`src/rtl/seg_codes_pkg.sv`:
```
// Shared seven-segment pattern constants (a..g, MSB = a) and the decoder FSM state type.
// Used by both the segment encoder and seg_frame_decoder.
package seg_codes_pkg;

  localparam logic [6:0] SEG_0 = 7'b1111110;
  localparam logic [6:0] SEG_1 = 7'b0110000;
  localparam logic [6:0] SEG_2 = 7'b1101101;
  localparam logic [6:0] SEG_3 = 7'b1111001;
  localparam logic [6:0] SEG_4 = 7'b0110011;
  localparam logic [6:0] SEG_5 = 7'b1011011;
  localparam logic [6:0] SEG_6 = 7'b1011111;
  localparam logic [6:0] SEG_7 = 7'b1110000;
  localparam logic [6:0] SEG_8 = 7'b1111111;
  localparam logic [6:0] SEG_9 = 7'b1111011;

  localparam logic [7:0] SEG_ERR     = 8'b00000001;
  localparam logic [3:0] DIG_INVALID = 4'hF;

  typedef enum logic {COLLECT, HOLD} state_e;

endpackage

```
`src/rtl/seg_frame_decoder_if.sv`:
```
// Handshake bundle for seg_frame_decoder: segment-code input stream and frame output.
// slave = the decoder, master = whatever feeds codes and consumes frames.
interface seg_frame_decoder_if #(
  parameter int N_DIGITS = 4,
  parameter int SEG_W    = 8,
  parameter int DIG_W    = 4
) ();
  logic                      seg_valid;
  logic                      seg_ready;
  logic [SEG_W-1:0]          seg_code;
  logic                      frame_start;
  logic                      frame_valid;
  logic                      frame_ready;
  logic [N_DIGITS*DIG_W-1:0] frame_data;
  logic [N_DIGITS-1:0]       frame_err;
  logic [15:0]               err_count;

  modport master (
    output seg_valid, seg_code, frame_start, frame_ready,
    input  seg_ready, frame_valid, frame_data, frame_err, err_count
  );

  modport slave (
    input  seg_valid, seg_code, frame_start, frame_ready,
    output seg_ready, frame_valid, frame_data, frame_err, err_count
  );
endinterface

```
`src/rtl/seg_pattern_decode.sv`:
```
// Combinational segment-pattern decoder: a..g matched exactly against the digit table,
// dp ignored; anything else yields DIG_INVALID with err_o set.
module seg_pattern_decode
  import seg_codes_pkg::*;
#(
  parameter int SEG_W = 8,
  parameter int DIG_W = 4
) (
  input  logic [SEG_W-1:0] seg_code_i,
  output logic [DIG_W-1:0] value_o,
  output logic             err_o
);
  logic [3:0] val;
  logic       unused_dp;

  assign unused_dp = seg_code_i[0];

  always_comb begin
    val   = DIG_INVALID;
    err_o = 1'b0;
    case (seg_code_i[SEG_W-1:1])
      SEG_0:   val = 4'd0;
      SEG_1:   val = 4'd1;
      SEG_2:   val = 4'd2;
      SEG_3:   val = 4'd3;
      SEG_4:   val = 4'd4;
      SEG_5:   val = 4'd5;
      SEG_6:   val = 4'd6;
      SEG_7:   val = 4'd7;
      SEG_8:   val = 4'd8;
      SEG_9:   val = 4'd9;
      default: err_o = 1'b1;
    endcase
  end

  assign value_o = DIG_W'(val);
endmodule

```
`src/rtl/seg_frame_decoder.sv`:
```
// Collects N_DIGITS segment codes into one decoded frame and hands it off via valid/ready.
// Optional macro SEG_DEC_ERR_COUNT_EN enables the saturating unrecognised-code counter.
module seg_frame_decoder
  import seg_codes_pkg::*;
#(
  parameter int N_DIGITS = 4,
  parameter int SEG_W    = 8,
  parameter int DIG_W    = 4
) (
  input logic               clk,
  input logic               rst,
  seg_frame_decoder_if.slave bus
);
  localparam int IDX_W = $clog2(N_DIGITS);

  state_e                    state_q;
  logic [IDX_W-1:0]          idx_q;
  logic [IDX_W-1:0]          pos_d;
  logic                      seg_ready_q;
  logic                      frame_valid_q;
  logic [N_DIGITS*DIG_W-1:0] data_q;
  logic [N_DIGITS*DIG_W-1:0] data_d;
  logic [N_DIGITS-1:0]       err_q;
  logic [N_DIGITS-1:0]       err_d;
  logic [DIG_W-1:0]          dec_val;
  logic                      dec_err;
  logic                      accept;

  assign accept = bus.seg_valid & seg_ready_q;

  seg_pattern_decode #(
    .SEG_W(SEG_W),
    .DIG_W(DIG_W)
  ) u_decode (
    .seg_code_i(bus.seg_code),
    .value_o   (dec_val),
    .err_o     (dec_err)
  );

  // frame_start restarts at digit 0 and drops the error flags of the abandoned partial frame
  always_comb begin
    pos_d  = bus.frame_start ? '0 : idx_q;
    data_d = data_q;
    err_d  = bus.frame_start ? '0 : err_q;
    data_d[pos_d*DIG_W +: DIG_W] = dec_val;
    err_d[pos_d]                 = dec_err;
  end

  always_ff @(posedge clk or posedge rst) begin
    if (rst) begin
      state_q       <= COLLECT;
      idx_q         <= '0;
      seg_ready_q   <= 1'b1;
      frame_valid_q <= 1'b0;
      data_q        <= '0;
      err_q         <= '0;
    end else begin
      case (state_q)
        COLLECT: begin
          if (accept) begin
            data_q <= data_d;
            err_q  <= err_d;
            idx_q  <= pos_d + 1'b1;
            if (pos_d == IDX_W'(N_DIGITS - 1)) begin
              state_q       <= HOLD;
              seg_ready_q   <= 1'b0;
              frame_valid_q <= 1'b1;
            end
          end
        end
        HOLD: begin
          if (bus.frame_ready) begin
            state_q       <= COLLECT;
            idx_q         <= '0;
            seg_ready_q   <= 1'b1;
            frame_valid_q <= 1'b0;
          end
        end
      endcase
    end
  end

`ifdef SEG_DEC_ERR_COUNT_EN
  logic [15:0] cnt_q;

  always_ff @(posedge clk or posedge rst) begin
    if (rst) begin
      cnt_q <= '0;
    end else if (accept && dec_err && (cnt_q != 16'hFFFF)) begin
      cnt_q <= cnt_q + 16'd1;
    end
  end

  assign bus.err_count = cnt_q;
`else
  assign bus.err_count = '0;
`endif

  assign bus.seg_ready   = seg_ready_q;
  assign bus.frame_valid = frame_valid_q;
  assign bus.frame_data  = data_q;
  assign bus.frame_err   = err_q;
endmodule

```
`src/flat_wrapper.sv`:
```
// flat-port wrapper written by rule: the top's interface ports become plain ports
module seg_frame_decoder_flat import seg_codes_pkg::*;
#(
  parameter int N_DIGITS = 4,
  parameter int SEG_W    = 8,
  parameter int DIG_W    = 4
)
  (clk, rst, bus_seg_valid, bus_seg_code, bus_frame_start, bus_frame_ready, bus_seg_ready, bus_frame_valid, bus_frame_data, bus_frame_err, bus_err_count);
  seg_frame_decoder_if #(.N_DIGITS(N_DIGITS), .SEG_W(SEG_W), .DIG_W(DIG_W)) bus_i ();
  input logic clk;
  input logic rst;
  input wire logic [$bits(bus_i.seg_valid)-1:0] bus_seg_valid;
  input wire logic [$bits(bus_i.seg_code)-1:0] bus_seg_code;
  input wire logic [$bits(bus_i.frame_start)-1:0] bus_frame_start;
  input wire logic [$bits(bus_i.frame_ready)-1:0] bus_frame_ready;
  output wire logic [$bits(bus_i.seg_ready)-1:0] bus_seg_ready;
  output wire logic [$bits(bus_i.frame_valid)-1:0] bus_frame_valid;
  output wire logic [$bits(bus_i.frame_data)-1:0] bus_frame_data;
  output wire logic [$bits(bus_i.frame_err)-1:0] bus_frame_err;
  output wire logic [$bits(bus_i.err_count)-1:0] bus_err_count;
  assign bus_i.seg_valid = bus_seg_valid;
  assign bus_i.seg_code = bus_seg_code;
  assign bus_i.frame_start = bus_frame_start;
  assign bus_i.frame_ready = bus_frame_ready;
  assign bus_seg_ready = bus_i.seg_ready;
  assign bus_frame_valid = bus_i.frame_valid;
  assign bus_frame_data = bus_i.frame_data;
  assign bus_frame_err = bus_i.frame_err;
  assign bus_err_count = bus_i.err_count;
  seg_frame_decoder #(.N_DIGITS(N_DIGITS), .SEG_W(SEG_W), .DIG_W(DIG_W)) u_core (.clk(clk), .rst(rst), .bus(bus_i));
endmodule
```
`config.mk`:
```
export PLATFORM = sky130hd
export DESIGN_NAME = seg_frame_decoder_flat
export DESIGN_NICKNAME = d
export VERILOG_FILES = /design/src/rtl/seg_codes_pkg.sv /design/src/rtl/seg_frame_decoder_if.sv /design/src/rtl/seg_pattern_decode.sv /design/src/rtl/seg_frame_decoder.sv /design/src/flat_wrapper.sv
export SDC_FILE = /design/constraint.sdc
export NUM_CORES = 1
export LEC_CHECK = 0
export CAP_MARGIN = 20
export CELL_PAD_IN_SITES_DETAIL_PLACEMENT = 0
export CELL_PAD_IN_SITES_GLOBAL_PLACEMENT = 1
export CORE_MARGIN = 1
export CORE_UTILIZATION = 35
export DETAILED_ROUTE_END_ITERATION = 10
export PLACE_DENSITY = 0.87
export SLEW_MARGIN = 15
export SYNTH_ARGS = -nofsm -noshare
export SYNTH_HDL_FRONTEND = slang
export SYNTH_SLANG_ARGS = --single-unit
```
`constraint.sdc`:
```
create_clock -name clk -period 2 [get_ports clk]
set_input_delay 0.3 -clock clk [delete_from_list [all_inputs] [get_ports clk]]
set_output_delay 0.3 -clock clk [all_outputs]
set_load 0.03 [all_outputs]
```
Yosys cells after proc, flatten, opt, wreduce, memory -nomap -nowiden
Cells that the tools add are included.

Add/subtract/negate cells: 2. Order comparisons: 2. Equality and inequality tests: 14. Shift-type cells: 2. Multiplexer cells: 23. Bitwise gates (word level): 2. Reduce and logical (&&, ||, !) cells: 5.

Operator list (number): 7-bit == test (second input constant) (8); 4-bit case mux with 10 select lines (1); 4-bit negation with 34-bit output (1); 4-bit by 34-bit variable shift with 16-bit output (first input constant) (1); 4-bit by 34-bit indexed part select with 16-bit output (1); 16-bit bitwise mux (1); 7-bit by 6-bit == test with 1-bit output (second input constant) (2); 1-bit two-way mux (11); 10-bit OR reduction (1); 2-bit two-way mux (3); 1-bit case mux with 2 select lines (3); 4-bit bitwise mux (1); 4-bit two-way mux (1); 2-bit by 1-bit inequality test with 1-bit output (second input constant) (2); 2-bit case mux with 2 select lines (1); 2-bit AND reduction (2); 2-bit by 3-bit < comparator with 1-bit output (second input constant) (1); 3-bit AND reduction (1); 2-bit by 1-bit adder with 2-bit output (second input constant) (1); 1-bit demux with 2-bit select (1); 2-bit == test (second input constant) (1); 2-bit by 1-bit >= comparator with 1-bit output (second input constant) (1); 2-bit inequality test (second input constant) (1); 1-bit bitwise AND (1); other kinds (2) (2).

Bits in registers: 25. Word-level logic and storage cells: 56.

Logic depth before layout (Yosys ltp)
Depth after elaboration: 6. Gate-level depth with buffers: 7. Mapped depth without buffers: 6.

Hierarchy
From an unflattened synthesis, not the netlist that was laid out.

Cell total of the unflattened synthesis: 151. Area total of the unflattened synthesis: 1498.9 µm².

Modules (own cells, without submodules): seg_frame_decoder (instances 1, cells each 121, area an instance 1307.5 µm², seq. area each 626.9 µm²); seg_pattern_decode (instances 1, cells each 30, area an instance 191.4 µm², seq. area each 0.0 µm²).

Worst setup path after synthesis
Ideal clock, no wire load.

Kind: input port to flip-flop. Start point: in bus_frame_start. End point: reg u_core.data_q[4] (netlist: u_core.bus.frame_data[4]). Setup time: 0.083 ns. Data arrival time: 1.650 ns. Data required time: 1.917 ns. Path slack: 0.267 ns. Stages: 7. Path buffers: 1. Path through: nand2b_1 ha_1 and4bb_2 and4_1 clkbuf_1 nand3_1 o21ai_0.

Longest elaborated chain between the ends: 4. Elaborated cells between the ends (all ways): 5. Classes of those cells: add/sub (1); shift (2); mux (2).

Ends and longest elaborated chain: from (decl) (line flat_wrapper.sv:14) `input wire logic [$bits(bus_i.frame_start)-1:0] bus_frame_start;`; 2-bit two-way mux * (line seg_frame_decoder.sv:42) `pos_d = bus.frame_start ? '0 : idx_q;`; 4-bit negation with 34-bit output * (line seg_frame_decoder.sv:45) `data_d[pos_d*DIG_W +: DIG_W] = dec_val;`; 4-bit by 34-bit indexed part select with 16-bit output or 4-bit by 34-bit variable shift with 16-bit output (tied branches) (line seg_frame_decoder.sv:45); 16-bit bitwise mux * (line seg_frame_decoder.sv:45); to (signal assigned) (line seg_frame_decoder.sv:61) `data_q <= data_d;`; to (decl) (line seg_frame_decoder.sv:21) `logic [N_DIGITS*DIG_W-1:0] data_q;`.

Every way passes the cells marked *; elsewhere a longest branch is shown, timed or not. A chain may end at the register's enable or synchronous reset.

Final worst setup path
Start point: in bus_frame_start. End point: reg u_core.data_q[0] (netlist: u_core.bus.frame_data[0]).

Same word-level chain as after synthesis.

==> results.sh <==
export IMPL_status="finished, final reports clean"
export IMPL_ys_types=39
export IMPL_start_util_pct=36.2
export IMPL_clkSinkCount=25
export IMPL_netlist_area_leader_share_pct=35.1
export IMPL_drc=0
export IMPL_synth_edf_count=0
export IMPL_pin_count=51
export IMPL_dp_cells=309
export IMPL_drt_iter0_markers=73
export IMPL_grt_max_degree=26
export IMPL_synthCells=187
export IMPL_grt_pass1_vias=1422
export IMPL_drive_above_1_share_pct=24.8
export IMPL_fin_setup_tns_ps=0
export IMPL_cts_tree="built"
export IMPL_nets=268
export IMPL_setup_slack_ps=61.7
export IMPL_busiest_layer="met2"
export IMPL_use_met3_pct=3.66
export IMPL_die_area_sq_um=5170
export IMPL_vias=1497
export IMPL_row_count=25
export IMPL_grt_overflow=0
export IMPL_synthTopCellsByArea="dfrtp_1 (35%), buf_4 (7.5%), nand2_1 (6.1%)"
export IMPL_final_antenna_net_count=0
export IMPL_yosys_area_top_type="dfrtp_1"
export IMPL_area_growth_pct=38.9
export IMPL_p_total_w=0.00121
export IMPL_fp_dieW_um=71.9
export IMPL_slew_violations=0
export IMPL_reg2reg_depth=6
export IMPL_cp_data_arrival_time_ps=2130
export IMPL_n_fill_cell=449
export IMPL_path_clk_slew_ps=90
export IMPL_max_freq_ghz=0.516
export IMPL_syn_avg_cell_area_sq_um=9.14
export IMPL_ctsHoldBuffers=0
export IMPL_routabilityCongestion=0.802
export IMPL_cts_max_level=1
export IMPL_post_place_ws_ps=-239
export IMPL_met1_usage_pct=21.2
export IMPL_end_kind="flip-flop"
export IMPL_viasPerCell=4.78
export IMPL_cts_root_buf="clkbuf_8"
export IMPL_ctsResizeCount=0
export IMPL_track_usage_pct=16.1
export IMPL_power_density_nw_per_um2=509
export IMPL_seq_area_frac_synth_pct=36.7
export IMPL_critPathLaunchType="primary input"
export IMPL_reg2reg_slack_ps=270
export IMPL_coreArea_sq_um=4720
export IMPL_synthTopCellsByCount="nand2_1 (28), dfrtp_1 (24), buf_4 (17), o21ai_0 (14), o21ai_2 (10)"
export IMPL_instances_no_fill=313
export IMPL_worst_setup_path_type="in -> reg"
export IMPL_n_antenna_cell=0
export IMPL_finalWirelength_um=3960
export IMPL_port_buffers=33
export IMPL_routedWlPerCell_um=12.6
export IMPL_clk_latency_ps=280
export IMPL_finalHoldViolCount=0
export IMPL_ctsLongestPathBuffers=2
export IMPL_dp_hpwl_um=3010
export IMPL_r2r_start="u_core.idx_q[0]"
export IMPL_r2r_end="u_core.bus.frame_data[0]"
export IMPL_period_share_pct=96.9
export IMPL_ys_ff_latch=25
export IMPL_grt_pass1_wl_um=6540
export IMPL_finClkSkew_ps=6.26
export IMPL_p_leak_nw=1.03
export IMPL_grt_util_met2_pct=26.5
export IMPL_required_ps=2200
export IMPL_cts_buffers_inserted=3
export IMPL_maxCapViolations=0
export IMPL_yosysMostFrequentCell="nand2_1"
export IMPL_postCtsSetupRepairBufs=0
export IMPL_drtPass1Iterations=4
export IMPL_irDropWorstVdd_uv=323
export IMPL_worst_path_max_fanout=6
export IMPL_ys_warn_count=0
export IMPL_hp_class="in -> async"
export IMPL_antenna_found_initial=0
export IMPL_setup_violations=0
export IMPL_synthArstFlopShare_pct=100
export IMPL_ys_flop_type="dfrtp_1"
export IMPL_die_h_um=71.9
export IMPL_synth_area_sq_um=1710
export IMPL_fin_crit_ps=1940
==> critical path: stages <==
cell             delay (ps)
clkdlybuf4s50_1         480
nand2b_4                190
ha_1                    370
nor4b_2                 320
buf_4                   190
nand3_1                 100
o21ai_0                 180
==> where the power goes <==
part           internal [W]  switching, W  leakage [nW]
clock network      0.000140      0.000165        0.0255
logic              0.000147      0.000196         0.662
registers          0.000536     0.0000239         0.338
total              0.000823      0.000386          1.03
==> worst max path at each step <==
stage / end / slack, ps / cells after the start / start
finish: u_core.bus.frame_data[0] / 60 / 7 / bus_frame_start
global route: u_core.bus.frame_data[0] / -6 / 9 / bus_frame_start
CTS: u_core.bus.frame_data[0] / 40 / 7 / bus_frame_start
detailed placement: u_core.bus.frame_data[0] / -240 / 7 / bus_frame_start
global placement: u_core.bus.frame_data[4] / -150 / 7 / bus_frame_start
floorplan: u_core.bus.frame_data[4] / 270 / 7 / bus_frame_start
==> routing by layer <==
| metal | wire (um) | up-vias | part of all wire [%] |
|---|---|---|---|
| met4 | 68 | 0 | 1.7 |
| li1 | - | 754 | - |
| met2 | 1870 | 40 | 47 |
| met5 | 0 | - | 0 |
| met1 | 1880 | 697 | 48 |
| met3 | 137 | 6 | 3.5 |
==> layout by cell type, fill, tap and decap left out, drive strengths merged, types with 4 or more instances in the layout <==
cell type       n
nor2            5
clkdlybuf4s50  33
ha              8
nand2          28
o21ai          24
o211ai          4
dfrtp          24
inv             9
conb           16
buf            35
nand4           9
nand3           8
a22oi           8
==> cell families after synthesis <==
family	after synthesis	share of synthesized area, %
simple gates	71	24.0
compound gates	45	19.8
buf+inv	37	13.4
flops	25	36.7
fa+ha+maj	8	5.86
other cells	1	0.219
==> through the flow <==
stage / hold slack (ps) / cell area [sq um] / util [%]
floorplan: 327 / 1770 / -
global placement: 463 / 2310 / 48.9
detailed placement: 465 / 2310 / 48.9
CTS: 380 / 2360 / 49.9
global route: 393 / 2370 / 50.3
finish: 376 / 2370 / 50.3
==> flip-flops by register name, indices dropped and copies added (netlist names) <==
| register | cells |
|---|---|
| u_core.state_q | 1 |
| u_core.bus.seg_ready | 1 |
| u_core.bus.frame_data | 16 |
| u_core.bus.frame_valid | 1 |
| u_core.idx_q | 2 |
| u_core.bus.frame_err | 4 |
==> area by class of cell <==
type	instances	area [sq um]	area share [%]
clock buffers	3	41.3	1.74
clock inverters	1	5.00	0.211
well taps	67	83.8	3.53
multi-input cells	140	927	39.1
flip-flops and latches	25	627	26.4
repair buffers	68	656	27.6
inverters	9	33.8	1.42
Note: power is estimated with default switching activity, not from simulation.
==> RTL change 1, RTL diff (same flow settings) <==
`DIG_W` is set to 4 in 4 places; all go to 5.
--- a/src/rtl/seg_frame_decoder_if.sv
+++ b/src/rtl/seg_frame_decoder_if.sv
@@ -4,5 +4,5 @@
   parameter int N_DIGITS = 4,
   parameter int SEG_W    = 8,
-  parameter int DIG_W    = 4
+  parameter int DIG_W    = 5
 ) ();
   logic                      seg_valid;
--- a/src/rtl/seg_pattern_decode.sv
+++ b/src/rtl/seg_pattern_decode.sv
@@ -5,5 +5,5 @@
 #(
   parameter int SEG_W = 8,
-  parameter int DIG_W = 4
+  parameter int DIG_W = 5
 ) (
   input  logic [SEG_W-1:0] seg_code_i,
--- a/src/rtl/seg_frame_decoder.sv
+++ b/src/rtl/seg_frame_decoder.sv
@@ -6,5 +6,5 @@
   parameter int N_DIGITS = 4,
   parameter int SEG_W    = 8,
-  parameter int DIG_W    = 4
+  parameter int DIG_W    = 5
 ) (
   input logic               clk,
--- a/src/flat_wrapper.sv
+++ b/src/flat_wrapper.sv
@@ -4,5 +4,5 @@
   parameter int N_DIGITS = 4,
   parameter int SEG_W    = 8,
-  parameter int DIG_W    = 4
+  parameter int DIG_W    = 5
 )
   (clk, rst, bus_seg_valid, bus_seg_code, bus_frame_start, bus_frame_ready, bus_seg_ready, bus_frame_valid, bus_frame_data, bus_frame_err, bus_err_count);
Ports: changed (resized bus_frame_data); port bits go from 51 to 55. The function was not compared with the original's and may differ.
==> RTL change 1 against the unedited design <==
  * Area after synthesis decreased by 12%
  * Final area decreased by 13%
  * Sequential cell count unchanged
  * Worst hold slack got worse by 0.044 ns
  * Wire length decreased by 20%
  * Critical path depth unchanged
  * Critical endpoint is now u_core.bus.frame_data[18]
  * Worst setup slack improved by 0.090 ns
  * Critical path type unchanged
  * Non-clock buffer count decreased by 5
  * Sequential share of layout area increased by 3.9 points
  * Synthesized cell count decreased by 15%
  * Register-to-register slack improved by 0.10 ns
Power is not compared: it rests on default switching activity, and its combinational part moved more than twofold at a synthesized area within 25%.
==> RTL change 1: results (changes against the unedited design) <==
Critical Path AT=2.00 ns (was 2.13 ns); Seq group=around 0.74 mW; WL/cell=11.53 um (was 12.64 um); clock skew=0.004375 ns (was 0.006256 ns); worst slack, placed=-0.1231 ns (was -0.2387 ns); status=finished, final reports clean (unchanged); dpl cells=270 (was 309); met2 Usage GRT=0.2772 (was 0.2652); first-pass GRT wire length=5368 um (was 6541 um); final worst setup slack=0.1515 ns (was 0.06167 ns); largest net degree at the start of global routing=15 (was 26); Reg2Reg Setup Slack=0.37 ns (was 0.27 ns); number of global-route vias before repair=1217 (was 1422); fill count=394 (was 449); adder-cell share of the synthesized area=0.06672 (was 0.05857); global placement routability congestion=0.8695 (was 0.8022); met2 WL post-DR=1535 um (was 1866 um); Unique masters post-synth=37 (was 39); wire length on met1=1451 um (was 1884 um); met3 Usage GRT=0.02027 (was 0.03657); Synth top cells by count=nand2_1 (28), dfrtp_1 (24), buf_4 (20), o21ai_0 (20), ha_1 (8) (was nand2_1 (28), dfrtp_1 (24), buf_4 (17), o21ai_0 (14), o21ai_2 (10)); inverter count=7 (was 9); Multi-input gate area=748.2 um2 (was 927.1 um2); DP HPWL=2593 um (was 3010 um); WHS=0.3316 ns (was 0.3757 ns); Cell Rows=23 (was 25); Layout Nets=246 (was 268); non-clk buf share=0.2689 (was 0.2762); met1 Use GR=0.1933 (was 0.2116); GRT Overall Usage=0.1593 (was 0.1612); fraction of layout cells with a size suffix above 1=0.2054 (was 0.2480); sequential fraction of the synthesis area=0.4178 (was 0.3668); post-synthesis xor/xnor area fraction=0.01168 (was 0); crit-path max FO=7 (was 6); vias post-DR=1298 (was 1497); vias per cell=4.737 (was 4.783); Layout Cell Area excl Fill=2066 um2 (was 2374 um2); Final clock-cell share=0.02241 (was 0.01950); fraction of area in registers=0.3035 (was 0.2641); largest cells by area after synthesis=dfrtp_1 (40%), buf_4 (10%), nand2_1 (7.0%), ha_1 (6.7%), o21ai_0 (6.7%) (was dfrtp_1 (35%), buf_4 (7.5%), nand2_1 (6.1%), ha_1 (5.9%), o21ai_2 (5.1%)); Hold Path Class=in -> async (unchanged); non-clock buffer instance count of the final layout=63 (was 68); slowest cell delay on critical path=0.53 ns (was 0.48 ns); Placement Cell Area=2019 um2 (was 2310 um2)
RTL change 1: changes by cell type in the layout (fill, tap and decap cells not counted), moves of 5 or more:
cell,change
a22oi_1,-8
nand4_1,-7
o21ai_0,+6
o21ai_2,-10
nand3_1,-5
buf_12,-5
o21ai_1,+5
RTL change 1: worst paths after layout:
path                                                 from                   endpoint  cells past startpoint
max in group asynchronous                             rst  u_core.bus.frame_data[11]                      3
worst min register to register  u_core.bus.frame_data[12]  u_core.bus.frame_data[12]                      2
worst max-delay path                      bus_seg_code[2]  u_core.bus.frame_data[18]                      7
worst max register to register            u_core.idx_q[0]   u_core.bus.frame_data[0]                      4
worst min-delay path                                  rst     u_core.bus.frame_valid                      2
min in group clk                u_core.bus.frame_data[12]  u_core.bus.frame_data[12]                      2
RTL change 1: worst max-delay path: cells and delay by family:
kind,cells,cell delay [ns]
buf+inv,2,0.68
compound gates,2,0.35
simple gates,3,0.68
==> RTL change 2, RTL diff (same flow settings) <==
Made on the original files. Build with the macro `SEG_DEC_ERR_COUNT_EN` defined.
--- a/src/rtl/seg_frame_decoder.sv
+++ b/src/rtl/seg_frame_decoder.sv
@@ -1,4 +1,6 @@
 // Collects N_DIGITS segment codes into one decoded frame and hands it off via valid/ready.
 // Optional macro SEG_DEC_ERR_COUNT_EN enables the saturating unrecognised-code counter.
+`define SEG_DEC_ERR_COUNT_EN
+
 module seg_frame_decoder
   import seg_codes_pkg::*;
Behaviour: not the same (Yosys sat finds a counterexample within 4 cycles, from zero or initial values and one cycle with rst high).
==> RTL change 2 against the unedited design <==
  * Sequential cell count is 16 higher
  * Worst setup slack better by 0.017 ns
  * Synthesized cell count rose by 8.0%
  * Utilization increased by 7.8 points
  * Area after synthesis is 21% higher
  * Via count up 32%
  * Maximum frequency increased by 0.87%
  * Final area grew 37%
  * Wire length up 33%
Power is not compared: it rests on default switching activity, and its combinational part moved more than twofold at a synthesized area within 25%.
==> RTL change 2: results (changes against the unedited design) <==
status=finished, final reports clean (unchanged); fraction of layout cells with a size suffix above 1=0.2812 (was 0.2480); DP HPWL=3892 um (was 3010 um); largest net degree at the start of global routing=26 (unchanged); Setup Buffers After CTS=1 (was 0); final design utilization=0.5805 (was 0.5025); dpl cells=374 (was 309); first-pass GRT wire length=8859 um (was 6541 um); Layout Cell Area excl Fill=3256 um2 (was 2374 um2); GRT Overall Usage=0.1843 (was 0.1612); Reg area=1030 um2 (was 626.9 um2); global placement routability congestion=0.8307 (was 0.8022); vias post-DR=1976 (was 1497); WL/cell=13.66 um (was 12.64 um); Syn Area/Cell=10.23 um2 (was 9.140 um2); Layout Nets=334 (was 268); Placement Cell Area=3095 um2 (was 2310 um2); total CTS buffers=5 (was 3); Final clock-cell share=0.03305 (was 0.01950); fill count=522 (was 449); slowest cell delay on critical path=0.46 ns (was 0.48 ns); CTS sink count=41 (was 25); clk_lat worst skew=0.30 ns (was 0.28 ns); # port buffers=49 (was 33); clkbuf count=6 (was 3); cts repair resizes=19 (was 0); Unique masters post-synth=36 (was 39); inverter count=5 (was 9); largest cells by area after synthesis=dfrtp_1 (48%), a22o_1 (5.5%), ha_1 (5.5%), nand2_1 (4.7%), xnor2_1 (4.7%) (was dfrtp_1 (35%), buf_4 (7.5%), nand2_1 (6.1%), ha_1 (5.9%), o21ai_2 (5.1%)); #MultiIn Comb=151 (was 140); Synth top cells by count=dfrtp_1 (40), nand2_1 (26), o21ai_0 (17), a22o_1 (13), xnor2_1 (11) (was nand2_1 (28), dfrtp_1 (24), buf_4 (17), o21ai_0 (14), o21ai_2 (10)); n_diodes=0 (unchanged); non-clk buf share=0.2806 (was 0.2762); sequential fraction of the synthesis area=0.4973 (was 0.3668); non-clock buffer instance count of the final layout=108 (was 68); Multi-input gate area=1096 um2 (was 927.1 um2); clock skew=0.009138 ns (was 0.006256 ns); Top FF cell, synth=dfrtp_1 (unchanged); starting DRC count in detailed routing=142 (was 73)
## RTL change 2: metal layers
metal / global-route usage / vias to the layer above / part of all wire
met5: 0 / - / 0
met4: 0.08182 / 0 / 0.020
met3: 0.04023 / 6 / 0.033
met2: 0.2843 / 52 / 0.46
met1: 0.2483 / 960 / 0.48
li1: - / 958 / -
## RTL change 2: final timing paths
| check | startpoint | to | slack (ns) | depth (start not counted) |
|---|---|---|---|---|
| setup / recovery | bus_frame_start | u_core.bus.frame_data[12] | 0.08 | 8 |
| hold reg to reg | u_core.bus.frame_valid | u_core.bus.frame_valid | 0.48 | 2 |
| setup reg to reg | u_core.bus.err_count[1] | u_core.bus.err_count[10] | 0.10 | 6 |
| max in group asynchronous | rst | u_core.bus.seg_ready | 1.32 | 3 |
| hold / removal | rst | u_core.bus.err_count[11] | 0.35 | 3 |
| min in group clk | u_core.bus.frame_valid | u_core.bus.frame_valid | 0.48 | 2 |
## RTL change 2: cell families (layout without fill, tap and decap cells)
logic type / after synthesis / in the layout / share of synthesized area
AND/OR/NAND/NOR: 85 / 85 / 0.2180
flip-flops: 41 / 41 / 0.4973
AO/OA/AOI/OAI: 39 / 39 / 0.1302
XOR/XNOR: 17 / 17 / 0.07571
buffers and inverters: 10 / 121 / 0.01877
adder cells (fa/ha/maj): 9 / 9 / 0.05451
multiplexers: 1 / 1 / 0.005451
## RTL change 2: power breakdown
| part | total (mW) | switching, mW | leakage, nW | internal, mW |
|---|---|---|---|---|
| clock | 0.659 | 0.288 | 0.0552 | 0.371 |
| sequential | 0.828 | 0 | 0.566 | 0.828 |
| combinational | 0.112 | 0.0597 | 0.834 | 0.0524 |
## RTL change 2: tightest hold or removal path, cell delays in order
cell and delay [ns]:
clkdlybuf4s50_1 0.40, inv_1 0.07, buf_4 0.24
